[src/rtl/yd_pkg.sv]
// yd_pkg -- shared constants and types for the yd instruction-fetch slice.
//   YD_IW / YD_AW : instruction and address widths (16 bits each)
//   YD_NOP        : bubble instruction presented when nothing is valid
//   YD_RST_PC     : default fetch address after reset
//   yd_entry_t    : one instruction-queue entry, {pc, inst}
package yd_pkg;

    localparam int YD_IW = 16;
    localparam int YD_AW = 16;

    localparam logic [YD_IW-1:0] YD_NOP    = 16'h0000;
    localparam logic [YD_AW-1:0] YD_RST_PC = 16'h0000;

    typedef struct packed {
        logic [YD_AW-1:0] pc;
        logic [YD_IW-1:0] inst;
    } yd_entry_t;

endpackage

[src/rtl/yd_ififo.sv]
// yd_ififo -- instruction queue storage for yd_ifetch.
//   DEPTH entries of yd_entry_t (32 bits), DEPTH a power of two.
// Ports:
//   clk, rst   : clock, synchronous active-high reset
//   flush      : empties the queue; a same-cycle push or pop is ignored
//   push       : write push_data at the tail
//   push_data  : {pc, inst} entry to store
//   pop        : drop the head entry (ignored when empty)
//   head       : current head entry (content undefined when empty)
//   empty      : queue holds no entries
//   count      : number of entries held, $clog2(DEPTH)+1 bits
module yd_ififo
    import yd_pkg::*;
#(
    parameter int  DEPTH = 4,
    localparam int CW    = $clog2(DEPTH) + 1
) (
    input  logic          clk,
    input  logic          rst,
    input  logic          flush,
    input  logic          push,
    input  yd_entry_t     push_data,
    input  logic          pop,
    output yd_entry_t     head,
    output logic          empty,
    output logic [CW-1:0] count
);

    localparam int PW = $clog2(DEPTH);

    yd_entry_t     slots [DEPTH];
    logic [PW-1:0] wr_ptr;
    logic [PW-1:0] rd_ptr;
    logic          do_push;
    logic          do_pop;

    assign empty   = (count == '0);
    assign do_push = push && !flush && (count != CW'(DEPTH));
    assign do_pop  = pop && !flush && !empty;
    assign head    = slots[rd_ptr];

    // Pointers wrap naturally because DEPTH is a power of two.
    always_ff @(posedge clk) begin
        if (rst || flush) begin
            wr_ptr <= '0;
            rd_ptr <= '0;
            count  <= '0;
        end else begin
            if (do_push) begin
                wr_ptr <= wr_ptr + PW'(1);
            end
            if (do_pop) begin
                rd_ptr <= rd_ptr + PW'(1);
            end
            case ({do_push, do_pop})
                2'b10:   count <= count + CW'(1);
                2'b01:   count <= count - CW'(1);
                default: count <= count;
            endcase
        end
    end

    // Storage carries no reset; validity is tracked by count alone.
    always_ff @(posedge clk) begin
        if (do_push) begin
            slots[wr_ptr] <= push_data;
        end
    end

endmodule

[src/rtl/yd_ifetch.sv]
// yd_ifetch -- sequential instruction prefetcher with redirect support.
// Issues in-order reads from fetch_pc, keeps returned instructions in a
// DEPTH-entry queue (yd_ififo) and presents the head to the core.
// Requests are credit-limited so queued + in-flight never exceeds DEPTH;
// after a redirect, responses still in flight are counted out and dropped.
// Parameters:
//   DEPTH  : queue entries, power of two, 2..8
//   RST_PC : fetch address after reset
// Ports:
//   clk, rst               : clock, synchronous active-high reset
//   redirect, redirect_pc  : one-cycle jump request and its target
//   inst_out, inst_pc      : head instruction and its address (0 when invalid)
//   inst_valid, inst_ready : head valid / core consumes head
//   m_req, m_addr, m_gnt   : memory read request, address, accept
//   m_rvalid, m_rdata      : in-order read response
// Configuration macro:
//   YD_IFETCH_BYPASS_EN : when defined, a response arriving to an empty
//                         queue is presented on inst_out in the same cycle
//                         and is only queued if the core does not take it.
module yd_ifetch
    import yd_pkg::*;
#(
    parameter int               DEPTH  = 4,
    parameter logic [YD_AW-1:0] RST_PC = YD_RST_PC
) (
    input  logic             clk,
    input  logic             rst,
    input  logic             redirect,
    input  logic [YD_AW-1:0] redirect_pc,
    output logic [YD_IW-1:0] inst_out,
    output logic [YD_AW-1:0] inst_pc,
    output logic             inst_valid,
    input  logic             inst_ready,
    output logic             m_req,
    output logic [YD_AW-1:0] m_addr,
    input  logic             m_gnt,
    input  logic             m_rvalid,
    input  logic [YD_IW-1:0] m_rdata
);

    localparam int CW = $clog2(DEPTH) + 1;

    // Credit sum is computed one bit wider so it can never wrap.
    localparam logic [CW:0] DEPTH_X = (CW + 1)'(DEPTH);

    logic [YD_AW-1:0] fetch_pc;
    logic [YD_AW-1:0] resp_pc;
    logic [CW-1:0]    outstanding;
    logic [CW-1:0]    discard;

    logic [CW-1:0]    fifo_count;
    logic             fifo_empty;
    yd_entry_t        fifo_head;
    yd_entry_t        push_data;

    logic             issue;
    logic             rsp_ok;
    logic             rsp_keep;
    logic             bypass_hit;
    logic             push;
    logic             pop;

    // ------------------------------------------------------------------
    // Request side
    // ------------------------------------------------------------------
    assign m_req  = !rst && !redirect &&
                    (({1'b0, fifo_count} + {1'b0, outstanding}) < DEPTH_X);
    assign m_addr = fetch_pc;
    assign issue  = m_req && m_gnt;

    // ------------------------------------------------------------------
    // Response side
    // ------------------------------------------------------------------
    // A response with nothing outstanding is a protocol error and ignored.
    assign rsp_ok   = !rst && m_rvalid && (outstanding != '0);
    // Responses in a redirect cycle or still owed to discard are dropped.
    assign rsp_keep = rsp_ok && !redirect && (discard == '0);

`ifdef YD_IFETCH_BYPASS_EN
    assign bypass_hit = rsp_keep && fifo_empty;
`else
    assign bypass_hit = 1'b0;
`endif

    // A bypassed instruction taken by the core never enters the queue.
    assign push = rsp_keep && !(bypass_hit && inst_ready);
    assign pop  = !rst && !redirect && !fifo_empty && inst_ready;

    always_comb begin
        push_data      = '0;
        push_data.pc   = resp_pc;
        push_data.inst = m_rdata;
    end

    yd_ififo #(
        .DEPTH (DEPTH)
    ) u_ififo (
        .clk       (clk),
        .rst       (rst),
        .flush     (redirect),
        .push      (push),
        .push_data (push_data),
        .pop       (pop),
        .head      (fifo_head),
        .empty     (fifo_empty),
        .count     (fifo_count)
    );

    // ------------------------------------------------------------------
    // Core-facing outputs: bubble whenever nothing is valid.
    // ------------------------------------------------------------------
    always_comb begin
        inst_valid = 1'b0;
        inst_out   = YD_NOP;
        inst_pc    = '0;
        if (!rst) begin
            if (!fifo_empty) begin
                inst_valid = 1'b1;
                inst_out   = fifo_head.inst;
                inst_pc    = fifo_head.pc;
            end else if (bypass_hit) begin
                inst_valid = 1'b1;
                inst_out   = m_rdata;
                inst_pc    = resp_pc;
            end
        end
    end

    // ------------------------------------------------------------------
    // PC, credit and discard bookkeeping
    // ------------------------------------------------------------------
    always_ff @(posedge clk) begin
        if (rst) begin
            fetch_pc    <= RST_PC;
            resp_pc     <= RST_PC;
            outstanding <= '0;
            discard     <= '0;
        end else begin
            outstanding <= outstanding + CW'(issue) - CW'(rsp_ok);
            if (redirect) begin
                // Everything still in flight after this cycle is stale,
                // whether or not an earlier redirect was still draining.
                fetch_pc <= redirect_pc;
                resp_pc  <= redirect_pc;
                discard  <= outstanding - CW'(rsp_ok);
            end else begin
                if (issue) begin
                    fetch_pc <= fetch_pc + 16'd1;
                end
                if (rsp_ok) begin
                    if (discard != '0) begin
                        discard <= discard - CW'(1);
                    end else begin
                        resp_pc <= resp_pc + 16'd1;
                    end
                end
            end
        end
    end

endmodule

[config.mk]
export PLATFORM = sky130hd
export DESIGN_NAME = yd_ifetch
export DESIGN_NICKNAME = d
export VERILOG_FILES = /design/src/rtl/yd_pkg.sv /design/src/rtl/yd_ififo.sv /design/src/rtl/yd_ifetch.sv
export SDC_FILE = /design/constraint.sdc
export NUM_CORES = 1
export LEC_CHECK = 0
export BUFFER_PORTS_ARGS = -buffer_cell sky130_fd_sc_hd__buf_2
export CELL_PAD_IN_SITES_DETAIL_PLACEMENT = 2
export CELL_PAD_IN_SITES_GLOBAL_PLACEMENT = 2
export CORE_MARGIN = 4
export CORE_UTILIZATION = 45
export CTS_CLUSTER_DIAMETER = 80
export DETAILED_ROUTE_END_ITERATION = 8
export GPL_TIMING_DRIVEN = 0
export PLACE_DENSITY_LB_ADDON = 0.15
export SKIP_CTS_REPAIR_TIMING = 1
export SLEW_MARGIN = 20
export SYNTH_ARGS = -nofsm -noshare
export SYNTH_HDL_FRONTEND = slang
export SYNTH_SLANG_ARGS = --single-unit
[constraint.sdc]
create_clock -name clk -period 7.28 [get_ports clk]
set_input_delay 0.728 -clock clk [delete_from_list [all_inputs] [get_ports clk]]
set_output_delay 0.728 -clock clk [all_outputs]
set_load 0.005 [all_outputs]
# Word-level counts from Yosys, hierarchy flattened
# Memories as Yosys holds them, arrays and structs flattened. A register that Yosys moved wholly into a read port is not among the register bits.
# Index checks and enable logic that the tools add are counted.
totals:
  regBits: 45
  ram_bits: 128
  in_bits: 38
  wordCells: 70
  n_memories: 1
op_classes:
  addsub: 11
  order_cmp: 1
  n_eq_ne: 4
  mux: 19
  n_reduce_logical: 27
mem_list:
  columns: ["name", "words", "word_bits", "rd", "rd_clocked_by_memory_dff", "write_ports", "line", "source"]
  rows:
  - ["u_ififo.slots", 4, 32, 1, 1, 1, "yd_ififo.sv:31", "yd_entry_t slots [DEPTH];"]
ops:
  columns: ["cell", "count"]
  rows:
  - ["$mux W16", 9]
  - ["$add A16 B1 Y16 const B", 2]
  - ["$logic_and A1 B1 Y1", 13]
  - ["$mux W3", 3]
  - ["$reduce_bool A2 Y1", 4]
  - ["$logic_not A3 Y1", 2]
  - ["$pmux W3 S2", 1]
  - ["$reduce_bool A3 Y1", 2]
  - ["$sub A3 B1 Y3", 2]
  - ["$sub A3 B1 Y3 const B", 2]
  - ["$add A2 B1 Y2 const B", 2]
  - ["$add A3 B3 Y4", 1]
  - ["$lt A4 B3 Y1 const B", 1]
  - ["$mux W1", 4]
  - ["$mux W2", 2]
  - ["$reduce_and A2 Y1", 2]
  - ["$add A3 B1 Y3", 1]
  - ["$add A3 B1 Y3 const B", 1]
  - ["$logic_not A1 Y1", 3]
  - ["$ne A3 B3 Y1 const B", 1]
  - ["$eq A2 B1 Y1 const B", 1]
  - ["$eq A2 B2 Y1 const B", 1]
  - ["$ne A2 B2 Y1 const B", 1]
  - ["$logic_or A1 B1 Y1", 1]

# Longest topological paths before layout
# Gate-level depths: netlist of the first run.
depth:
  depth_word: 9
  ltp_mapped: 12

# Hierarchy
# From an unflattened synthesis of the first run, not the netlist that was laid out.
hier_totals:
  hier_cells: 523
  area_unflattened_um2: 7591.0
by_module_without_submodules:
  columns: ["mod", "instances", "cells_each", "area_per_inst_um2", "seq_area_each_um2"]
  rows:
  - ["yd_ififo", 1, 223, 5112.4, 4023.9]
  - ["yd_ifetch", 1, 300, 2478.6, 760.7]

# Least setup slack after synthesis of the first run
# OpenSTA, ideal clock, no wires.
synth_path:
  path_type: "input -> register"
  start: "input rst"
  end: "register u_ififo.count[2]"
  setup_ns: 0.070
  arrival_time_ns: 2.600
  t_required_ns: 7.210
  slack_ns: 4.610
  stages: 8
  path_cell_list: "nand4bb_4 > a2111oi_4 > inv_1 > ha_1 > fa_1 > xnor2_1 > or3_1 > a21oi_1"
synth_via:
  elab_chain_len: 9
  elab_cells_between_ends: 17
  cone_classes: "eq/ne: 2; mux: 1; reduce/logical: 14"
synth_rtl:
  columns: ["element", "line", "source"]
  rows:
  - ["from (decl)", "yd_ifetch.sv:27", "input logic rst,"]
  - ["$logic_not A1 Y1", null, null]
  - ["$logic_and A1 B1 Y1 (2 in series)", "yd_ifetch.sv:75", "assign rsp_ok = !rst && m_rvalid && (outstanding != '0);"]
  - ["$logic_and A1 B1 Y1 (2 in series)", "yd_ifetch.sv:77", "assign rsp_keep = rsp_ok && !redirect && (discard == '0);"]
  - ["$logic_and A1 B1 Y1 (2 in series)", "yd_ififo.sv:38", "assign do_push = push && !flush && (count != CW'(DEPTH));"]
  - ["$eq A2 B1 Y1 or $eq A2 B2 Y1 (tied branches)", "yd_ififo.sv:55", "case ({do_push, do_pop})"]
  - ["$pmux W3 S2 or $reduce_bool A2 Y1 (tied branches)", null, null]
  - ["to (signal assigned)", "yd_ififo.sv:56", "2'b10: count <= count + CW'(1);"]
  - ["to (signal assigned)", "yd_ififo.sv:57", "2'b01: count <= count - CW'(1);"]
  - ["to (signal assigned)", "yd_ififo.sv:58", "default: count <= count;"]
  - ["to (decl)", "yd_ififo.sv:26", "output logic [CW-1:0] count"]
# Parallel ways exist; a longest one is shown, timed or not.
# A chain may end at the register's enable or synchronous reset.

# Final worst setup path of the first run
layout_path:
  start: "register u_ififo.count[2]"
  end: "output inst_pc[9]"
layout_via:
  elab_chain_len: 3
layout_rtl:
  columns: ["element", "line", "source"]
  rows:
  - ["$logic_not A3 Y1", "yd_ififo.sv:37", "assign empty = (count == '0);"]
  - ["$mux W16", "yd_ifetch.sv:117", "if (!fifo_empty) begin"]
  - ["$mux W16", "yd_ifetch.sv:116", "if (!rst) begin"]
  - ["to (decl)", "yd_ifetch.sv:31", "output logic [YD_AW-1:0] inst_pc,"]
# No other way between the ends.

==> key figures, run 1 <==
Final layout
  • Fillers: around 1,600
  • # nets final: 697
  • Register Area: ~4800 um^2
  • Synth-to-Final Area Change: 17.9%
  • Share of cells above drive strength 1: a little over a quarter
  • Ant diodes: 0
  • Multi-input gate area: 2690 um^2

Timing
  • Hold Violations, Final: 0
  • Final min period: about 3.1 ns
  • Total Neg Setup Slack: 0 ns
  • RSZ-0062 raised after global routing: false
  • Fin Clk Skew: around 0.0096 ns
  • Worst slew pin tran: around 0.67 ns
  • Final Slew Violations: 0
  • Fin crit share: a little over two fifths
  • Fmax: 0.320 GHz
  • Slew Limit Headroom: between 50% and 60%
  • Min Hold Slack: between 0.5 and 0.6 ns
  • # setup viols final: 0

Route
  • DRT Pass-1 Iters: 5
  • Vias/cell: between 5 and 6
  • Routed vias: 5,161
  • Total wire length: 23,200 um
  • Starting DRT DRC Count: around 300
  • DRC Markers: 0
  • ANT nets after route: 0
  • Drt wl/cell: roughly 27 um

Setup path
  • Crit Path Class: flip-flop to primary output
  • R2R setup slack: roughly 4.4 ns
  • Crit path launch type: flip-flop
  • Crit path DAT: approximately 2.4 ns
  • Critical path origin: u_ififo.count[2]$_SDFFE_PP0P_
  • R2R Path Start: u_ififo.count[2]$_SDFFE_PP0P_
  • Crit path max fanout: 10
  • Crit. End Element: primary output
  • CP required: 6.55 ns

Hold path
  • Class of the worst hold path: primary input to flip-flop
  • Hold Crit Start: m_rdata[14]

Synth
  • Synth unique cells: slightly below 60
  • Compound-gate portion of the synthesized area: between 6 and 7%
  • Commonest cells in the netlist: edfxtp_1, dfxtp_1, nor2b_1
  • Synth warnings: 0
  • Ys flop type: edfxtp_1
  • Most common cell in the synthesized netlist: edfxtp_1
  • Synth Area in XOR/XNOR: between 1.5 and 2%
  • Synthesized instance count: roughly 530
  • Ys async rst share: 0%
  • Synth top area share: 50.0%
  • Synth Area in Adders: 2.96%
  • Synthesized area per cell: approximately 14 um^2
  • Largest family of logic cells by synthesized area: simple AND/OR/NAND/NOR gates
  • Synth Register Bits: between 150 and 200
  • Simple-Gate Fraction of Synth Area: between 10% and 20%
  • Mux cell area share after synthesis: 10.0%
  • Synth Net Count: between 500 and 600
  • Number of flops mapped to enable cells by yosys: ~130
  • Top post-synthesis cells by area: edfxtp_1, dfxtp_1, mux4_2, nor2b_1, ha_1
  • Post-synthesis cell area: ~7700 um^2
  • Synth area leader: edfxtp_1
  • Sequential area share after synthesis: between 60% and 70%

Place
  • DP Wirelength: 15,700 um
  • IO Port Bufs: between 80 and 90
  • GPL Wtd Cong: ~0.88

Status
  • Outcome: complete, no violations

Power
  • Comb pwr share: about 11%
  • LEAKAGE: 0.00314 uW
  • P_int: 1710 uW
  • Clock power share: 39.2%
  • Power density over cell area: about 250 nW/um^2
  • Sequential Power Share: 49.7%
  • Sw frac: roughly a quarter
  • Switching pwr: roughly 600 uW
  • VDD IR max: about 0.15 mV

Die
  • Starting Density: 46.2%
  • Core area: ~17,000 um^2
  • Core Rows: 47
  • Die W: 139 um
  • Ports: a little under 90
  • Die Ht: around 140 um
  • Die ar.: 19,200 um^2

Clock tree
  • Worst-path clk slew: 0.07 ns
  • CTS Root Cell: clkbuf_16
  • Clock buffer depth: 2
  • H-tree depth: 4
  • Clock sinks: 175
  • Worst skew pair latency: approximately 0.43 ns
  • TritonCTS clock tree: built
  • TritonCTS buffer count: 17

Global route
  • Overall Global Routing Usage: 25.1%
  • First-pass GRT wire length: approximately 37,000 um
  • Vias in the first global route: between 5,000 and 6,000
  • Pin count of the biggest net entering global routing: 26
  • GRT overflow: 0
  • Initial antenna violation count: 0

Job
  • MaxCap Viol Count: 0
path summary, 6_finish.rpt:
check	end	cells past startpoint
worst max-delay path	inst_pc[9]	5
worst min-delay path	u_ififo.slots[3][14]$_DFFE_PP_	1
worst max register to register	outstanding[2]$_SDFF_PP0_	12
worst min register to register	m_addr[15]$_SDFFE_PP0P_	2
routing by layer:
layer / part of all wire (%) / GRT usage, %
met1: 42 / 32.1
met3: 3.7 / 4.76
met5: 0 / 0
met4: 1.8 / 6.49
met2: 53 / 44.3
flip-flops by register name, indices dropped and copies added (netlist names), named ones only:
signal          flops
m_addr             16
u_ififo.count       3
resp_pc            16
outstanding         3
u_ififo.slots     128
u_ififo.wr_ptr      2
u_ififo.rd_ptr      2
discard             3
power by group through the flow:
stage / Clock, uW / Sequential (uW) / Combinational, uW
after floorplan: 0 / 1150 / 163
after global placement: 0 / 1160 / 228
after detailed placement: 0 / 1170 / 248
after CTS: 910 / 1150 / 257
after global routing: 963 / 1150 / 281
final: 902 / 1150 / 255
layout make-up:
type	instances	share of cell area (%)
inverters	20	0.829
clock buffers	17	4.70
multi-input cells	308	29.7
plain buffers	30	1.55
clock inverters	14	1.56
flip-flops and latches	175	52.8
well taps	220	3.04
repair buffers	90	5.80
critical path, stage by stage (launching register included):
cell and delay [ns]:
dfxtp_1 0.38, or3_1 0.48, nand2b_1 0.33, clkbuf_1 0.48, nor2b_1 0.14, buf_2 0.16
layout by cell type (no fill, tap or decap), types with 4 or more instances in the layout:
cell,synthesis,routed
mux2i_1,4,4
buf_2,4,90
nor2b_1,37,37
o31ai_1,4,4
and4_1,5,5
clkbuf_1,22,22
nand2_1,24,24
nor2_1,22,22
inv_1,19,19
or4_1,8,8
inv_6,0,4
a211oi_1,8,8
a21oi_1,5,5
clkbuf_16,0,17
dfxtp_1,47,47
or3_1,7,7
nor3_1,8,8
ha_1,15,15
nand2b_1,6,6
o211ai_1,4,4
edfxtp_1,128,128
mux4_2,32,32
nand3_1,17,17
o311ai_0,5,5
xor2_1,4,4
and2_2,0,4
o21bai_1,4,4
xnor2_1,13,13
nand4_1,10,10
and3_1,6,6
a31oi_1,15,15
cells by family (layout without fill, tap and decap cells):
| group | Yosys count | in the layout |
|---|---|---|
| adder cells (fa/ha/maj) | 17 | 17 |
| AO/OA/AOI/OAI | 60 | 60 |
| AND/OR/NAND/NOR | 177 | 177 |
| buffers and inverters | 50 | 171 |
| multiplexers | 37 | 37 |
| XOR/XNOR | 17 | 17 |
| flip-flops | 175 | 175 |
through the flow:
stage / setup slack (ns) / total power (uW) / util, % / cell area, um^2 / cells
finish: 4.15 / 2300 / 54.4 / 9060 / 874
global route: 4.04 / 2400 / 54.4 / 9060 / 874
CTS: 4.11 / 2310 / 54.4 / 9060 / 874
detailed placement: 4.13 / 1410 / 51.0 / 8490 / 843
global placement: 3.74 / 1390 / 50.4 / 8390 / 839
floorplan: 4.61 / 1320 / - / 7690 / 533
(Power assumes the default switching activity.)
==> inputs of run 2 (changes only) <==
Settings changed: ABC_AREA set to 1, CORE_UTILIZATION 45 to 33.
Clock period 7.28 ns to 2.6 ns, I/O delays scaled along.
==> run 2 against run 1 <==
Global-route usage down 5.5 points; first-iteration DRC count grew 13%; via count increased by 23%; worst hold slack lost 0.49 ns; core utilization fell by 14 points; worst setup slack got worse by 4.0 ns; non-clock buffer count increased by 10; cell count rose by 48%; sequential cell count did not move; largest power group unchanged.
==> key figures, run 2 <==
Status
  • Outcome: complete, no violations (unchanged)

Synth
  • Ys async rst share: 0% (unchanged)
  • Synth area leader: edfxtp_1 (unchanged)
  • Ys flop type: edfxtp_1 (unchanged)
  • Commonest cells in the netlist: nor2_1, edfxtp_1, nand2_1 (was edfxtp_1, dfxtp_1, nor2b_1)
  • Synth Register Bits: 175 (unchanged)
  • Synth top area share: 48.6% (was 50.0%)
  • Post-synthesis cell area: 7910 um^2 (was 7690 um^2)
  • Synth warnings: 0 (unchanged)
  • Most common cell in the synthesized netlist: nor2_1 (was edfxtp_1)
  • Top post-synthesis cells by area: edfxtp_1, dfxtp_1, nor2_1, o21ai_0, nand2_1 (was edfxtp_1, dfxtp_1, mux4_2, nor2b_1, ha_1)
  • Synth unique cells: 33 (was 59)
  • Number of flops mapped to enable cells by yosys: 128 (unchanged)
  • Synthesized area per cell: 9.38 um^2 (was 14.4 um^2)
  • Sequential area share after synthesis: 60.5% (was 62.2%)
  • Synthesized instance count: 844 (was 533)
  • Synth Net Count: 899 (was 588)

Setup path
  • Crit path max fanout: 10 (unchanged)
  • Crit path DAT: 2.19 ns (was 2.40 ns)
  • CP required: 2.34 ns (was 6.55 ns)
  • Crit. End Element: primary output (unchanged)
  • Crit Path Class: flip-flop to primary output (unchanged)
  • Crit path launch type: flip-flop (unchanged)

Timing
  • # setup viols final: 0 (unchanged)
  • Min Hold Slack: 0.0410 ns (was 0.526 ns)
  • Worst slew pin tran: 0.725 ns (was 0.670 ns)
  • Hold Violations, Final: 0 (unchanged)
  • Fmax: around 0.41 GHz
  • Fin crit share: 94.3%
  • Total Neg Setup Slack: 0 ns (unchanged)
  • Final Slew Violations: 0 (unchanged)
  • RSZ-0062 raised after global routing: false (unchanged)
  • Fin Clk Skew: 0.0129 ns (was 0.00957 ns)
  • Slew Limit Headroom: 51.7% (was 55.4%)
  • Final min period: 2.45 ns

Final layout
  • Ant diodes: 0 (unchanged)
  • Most frequent cells in the layout: nor2_1, edfxtp_1, nand2_1 (was edfxtp_1, buf_2, dfxtp_1)
  • # nets final: 1,014 (was 697)
  • Multi-input gate area: 2770 um^2 (was 2690 um^2)
  • Max reg flops: 128 (unchanged)
  • Share of cells above drive strength 1: 18.0% (was 26.9%)
  • Fillers: 2,676 (was 1,577)
  • Synth-to-Final Area Change: 20.4% (was 17.9%)
  • Most flops, register: u_ififo.slots (unchanged)
  • Register Area: 4790 um^2 (was 4780 um^2)
  • Most common cell after layout, fill and taps aside: nor2_1 (was edfxtp_1)
  • Fin area: 9530 um^2 (was 9060 um^2)

Place
  • Area after DPL: 8860 um^2 (was 8490 um^2)
  • GPL Wtd Cong: 0.725 (was 0.885)
  • IO Port Bufs: 86 (unchanged)
  • DP Wirelength: 18,000 um (was 15,700 um)

Clock tree
  • Clock sinks: 175 (unchanged)
  • TritonCTS buffer count: 17 (unchanged)
  • TritonCTS clock tree: built (unchanged)
  • Worst skew pair latency: 0.43 ns (about the same)
  • CTS Root Cell: clkbuf_16 (unchanged)
  • Clock buffer depth: 2 (unchanged)
  • H-tree depth: 4 (unchanged)
  • Worst-path clk slew: 0.08 ns (was 0.07 ns)

Route
  • Routed vias: 6,341 (was 5,161)
  • ANT nets after route: 0 (unchanged)
  • Total wire length: 25,500 um (was 23,200 um)
  • DRT Pass-1 Iters: 6 (was 5)
  • Vias/cell: 4.91 (was 5.91)
  • Drt wl/cell: 19.7 um (was 26.5 um)
  • DRC Markers: 0 (unchanged)
  • Starting DRT DRC Count: 338 (was 299)

Global route
  • Overall Global Routing Usage: 19.7% (was 25.1%)
  • Pin count of the biggest net entering global routing: 24 (was 26)
  • Initial antenna violation count: 0 (unchanged)
  • First-pass GRT wire length: 40,100 um (was 37,100 um)
  • Vias in the first global route: 7,086 (was 5,878)
  • GRT overflow: 0 (unchanged)

Job
  • MaxCap Viol Count: 0 (unchanged)

Die
  • Ports: 88 (unchanged)
  • Core Rows: 56 (was 47)
  • Die ar.: 26,500 um^2 (was 19,200 um^2)
  • Starting Density: 33.6% (was 46.2%)
  • Die Ht: 163 um (was 139 um)
  • Core area: 23,500 um^2 (was 16,600 um^2)
  • Die W: 163 um (was 139 um)

Power
  • LEAKAGE: 0.00373 uW (was 0.00314 uW)
  • VDD IR max: 0.387 mV (was 0.148 mV)
  • Power density over cell area: 658 nW/um^2 (was 254 nW/um^2)

Hold path
  • Class of the worst hold path: primary input to flip-flop (unchanged)
-- run 2: layout make-up --
cell class,instances,share of cell area [%]
timing repair buffer,96,5.91
tap,319,4.19
multi-input combinational,566,29.0
clock buffer,17,4.46
inverter,69,2.72
buffer,34,1.80
sequential,175,50.3
clock inverter,15,1.63
-- run 2: per-stage QoR --
stage | instances | utilization (%) | setup slack [ns] | power, uW
floorplan | 844 | - | -0.299 | 3550
global placement | 1249 | 37.1 | -1.83 | 3760
detailed placement | 1253 | 37.6 | -0.153 | 3790
CTS | 1285 | 40.1 | -0.195 | 6330
global route | 1291 | 40.5 | 0.00221 | 6570
finish | 1291 | 40.5 | 0.149 | 6270
-- run 2: final timing paths --
kind / startpoint / endpoint / slack [ns] / cells after the start
setup reg to reg: discard[0]$_SDFFE_PP0P_ / u_ififo.count[2]$_SDFFE_PP0P_ / 0.20 / 13
hold / removal: rst / resp_pc[1]$_SDFFE_PP0P_ / 0.04 / 2
setup / recovery: flip-flop / inst_out[10] / 0.15 / 7
hold reg to reg: discard[1]$_SDFFE_PP0P_ / discard[1]$_SDFFE_PP0P_ / 0.46 / 2
-- run 2: cell families (layout without fill, tap and decap cells) --
kind of cell | after synthesis | in the layout | synth area share, %
compound gates | 168 | 168 | 10.8
xor+xnor | 11 | 11 | 1.22
fa+ha+maj | 17 | 17 | 2.88
buf+inv | 103 | 231 | 5.33
flops | 175 | 175 | 60.5
mux | 1 | 1 | 0.126
simple gates | 369 | 369 | 19.2
-- run 2: routing by layer --
layer,vias to the layer above,part of all wire [%],GRT usage (%)
met5,-,0,0
met4,0,0.86,3.93
met3,15,2.7,2.81
met2,97,52,36.2
met1,3157,44,24.7
li1,3072,-,-
-- run 2: power by group --
part           switching, uW  internal (uW)  total, uW
sequential               108           3080       3190
clock                   1230           1290       2520
combinational            349            210        559
total                   1680           4580       6270
-- run 2: worst max-delay path, stage by stage, from the launching register on --
cell and delay (ns):
dfxtp_1 0.32, clkbuf_1 0.29, inv_1 0.21, clkbuf_2 0.28
nor2_1 0.19, o21ai_0 0.16, a21oi_1 0.18, buf_2 0.14
==> inputs of run 3 (changes only) <==
Settings changed: CAP_MARGIN set to 20, CORE_UTILIZATION 33 to 37.
Clock period 2.6 ns to 2.5 ns, I/O delays scaled along.
==> run 3 against run 2 <==
The run now ends with negative setup slack left; highest routed layer unchanged; total power up 9.1%; combinational power rose by 27%; sequential cell count stayed put; clock power increased by 11%; critical path depth increased by 6; register-to-register slack lost 0.21 ns; largest cell class unchanged; design area up 1.3%.
==> key figures, run 3 (synthesis results as in run 2) <==
Status
  • Outcome: finished with violations (was complete, no violations)
  • Violated checks: negative setup slack

Setup path
  • Slowest CP cell: fa_2 (was dfxtp_1)
  • Worst-path cell chain: ha_4 -> nor2_2 -> nand2_2 -> nor2_4 -> nand2_4 -> ha_1 -> inv_1 -> ha_1 -> inv_1 -> fa_2 -> xor2_2 -> o21ai_1 -> a21oi_2 (was clkbuf_1 -> inv_1 -> clkbuf_2 -> nor2_1 -> o21ai_0 -> a21oi_1 -> buf_2)
  • Crit. End Element: flip-flop (was primary output)
  • Worst reg-to-reg path cell count: 13 (unchanged)
  • Crit path depth: 13 (was 7)
  • Worst path buffer plus inverter count: 2 (was 4)
  • Crit path launch type: flip-flop (unchanged)
  • Crit Path Class: flip-flop to flip-flop (was flip-flop to primary output)
  • CP top delay family: adder cells (was buffers and inverters)
  • CP required: 2.85 ns (was 2.34 ns)
  • Slowest stage delay, CP: 0.41 ns (was 0.32 ns)
  • Crit path max fanout: 4 (was 10)
  • Crit path DAT: 2.87 ns (was 2.19 ns)

Final layout
  • Fin area: 9660 um^2 (was 9530 um^2)
  • Util after Layout: 45.9% (was 40.5%)
  • Share of cells above drive strength 1: 19.0% (was 18.0%)
  • Most common cell after layout, fill and taps aside: nor2_1 (unchanged)
  • Most frequent cells in the layout: nor2_1, edfxtp_1, nand2_1 (unchanged)
  • Layout Cells excl Fill: 1,252 (was 1,291)
  • Ant diodes: 0 (unchanged)
  • Fillers: 2,269 (was 2,676)
  • Most flops, register: u_ififo.slots (unchanged)
  • # nets final: 1,020 (was 1,014)
  • Max reg flops: 128 (unchanged)
  • Synth-to-Final Area Change: 22.0% (was 20.4%)

Route
  • ANT nets after route: 0 (unchanged)
  • Routed vias: 6,661 (was 6,341)
  • DR WL met2: 15,300 um (was 13,300 um)
  • DRC Markers: 0 (unchanged)
  • Total wire length: 28,400 um (was 25,500 um)
  • Routed wl met3: 829 um (was 699 um)
  • Vias/cell: 5.32 (was 4.91)
  • Starting DRT DRC Count: 377 (was 338)
  • M1 WL: 11,500 um (was 11,300 um)
  • Drt wl/cell: 22.7 um (was 19.7 um)
  • Top Layer Used: met4 (unchanged)
  • DRT Pass-1 Iters: 4 (was 6)

Global route
  • GRT overflow: 0 (unchanged)
  • Overall Global Routing Usage: 23.2% (was 19.7%)
  • Vias in the first global route: 7,529 (was 7,086)
  • Initial antenna violation count: 0 (unchanged)
  • First-pass GRT wire length: 42,600 um (was 40,100 um)
  • Pin count of the biggest net entering global routing: 20 (was 24)

Clock tree
  • H-tree depth: 4 (unchanged)
  • Clock buffer depth: 2 (unchanged)
  • TritonCTS buffer count: 17 (unchanged)
  • Worst-path clk slew: 0.07 ns (was 0.08 ns)
  • Worst skew pair latency: 0.43 ns (about the same)
  • Clock sinks: 175 (unchanged)
  • CTS Root Cell: clkbuf_16 (unchanged)
  • TritonCTS clock tree: built (unchanged)

Timing
  • # setup viols final: 1 (was 0)
  • Fin Clk Skew: 0.0147 ns (was 0.0129 ns)
  • Slew Limit Headroom: 50.3% (was 51.7%)
  • Final Slew Violations: 0 (unchanged)
  • Worst slew pin tran: 0.745 ns (was 0.725 ns)
  • Worst setup margin: -0.0149 ns (was 0.149 ns)
  • Fmax: ~0.40 GHz
  • Hold Violations, Final: 0 (unchanged)
  • Fin crit share: 101%
  • Final min period: 2.51 ns

Die
  • Die ar.: 23,800 um^2 (was 26,500 um^2)
  • Core Rows: 53 (was 56)
  • Starting Density: 37.6% (was 33.6%)
  • Core area: 21,000 um^2 (was 23,500 um^2)
  • Die Ht: 154 um (was 163 um)
  • Ports: 88 (unchanged)
  • Die W: 154 um (was 163 um)

Place
  • DP Wirelength: 18,500 um (was 18,000 um)
  • GPL Wtd Cong: 0.795 (was 0.725)
  • IO Port Bufs: 86 (unchanged)
  • Area after DPL: 8830 um^2 (was 8860 um^2)
  • Placed Cells: 1,209 (was 1,253)

Power
  • VDD IR max: 0.428 mV (was 0.387 mV)
  • Final Total Pwr: 6840 uW (was 6270 uW)
  • Power density over cell area: 708 nW/um^2 (was 658 nW/um^2)
  • LEAKAGE: 0.00377 uW (was 0.00373 uW)

Hold path
  • Class of the worst hold path: primary input to flip-flop (unchanged)
  • Worst hold stages: 1 (was 2)

Job
  • MaxCap Viol Count: 0 (unchanged)
run 3: cell count changes in the layout (fill, tap and decap cells not counted), sizes merged:
cell	delta
bufinv	+3
clkinvlp	+4
clkinv	-1
buf	+8
clkbuf	-2
inv	-7
run 3: through the flow:
stage / hold WS (ns) / setup slack [ns] / setup TNS, ns
global placement: 0.448 / -1.94 / -242.88
global route: 0.0257 / -0.139 / -3.01
detailed placement: 0.473 / -0.306 / -12.65
CTS: 0.0244 / -0.347 / -17.62
finish: 0.0364 / -0.0149 / -0.0149
floorplan: 0.349 / -0.399 / -51.05
run 3: final cells by class:
type	count	area, um^2	share of cell area (%)
clock inverters	14	181	1.88
multi-input cells	566	2810	29.0
plain buffers	33	169	1.75
flip-flops and latches	175	4800	49.7
repair buffers	103	676	7.00
inverters	69	259	2.68
well taps	275	344	3.56
clock buffers	17	425	4.41
run 3: worst paths after layout:
check,startpoint,endpoint,slack [ns]
worst max-delay path,outstanding[2]$_SDFF_PP0_,outstanding[2]$_SDFF_PP0_,-0.01
worst min-delay path,m_rdata[3],u_ififo.slots[3][3]$_DFFE_PP_,0.04
worst max register to register,outstanding[2]$_SDFF_PP0_,outstanding[2]$_SDFF_PP0_,-0.01
worst min register to register,discard[1]$_SDFFE_PP0P_,discard[1]$_SDFFE_PP0P_,0.49
run 3: power by group:
group / internal, uW / leakage (uW) / switching, uW / total, uW
Combinational: 274 / 0.00193 / 435 / 710
Clock: 1590 / 0.000284 / 1210 / 2800
Sequential: 3210 / 0.00155 / 118 / 3330
run 3: routing by layer:
layer  vias to the layer above  GRT usage [%]
li1                       3086              -
met1                      3371           27.0
met2                       152           43.3
met3                        52           3.55
met4                         0           7.82
met5                         -              0
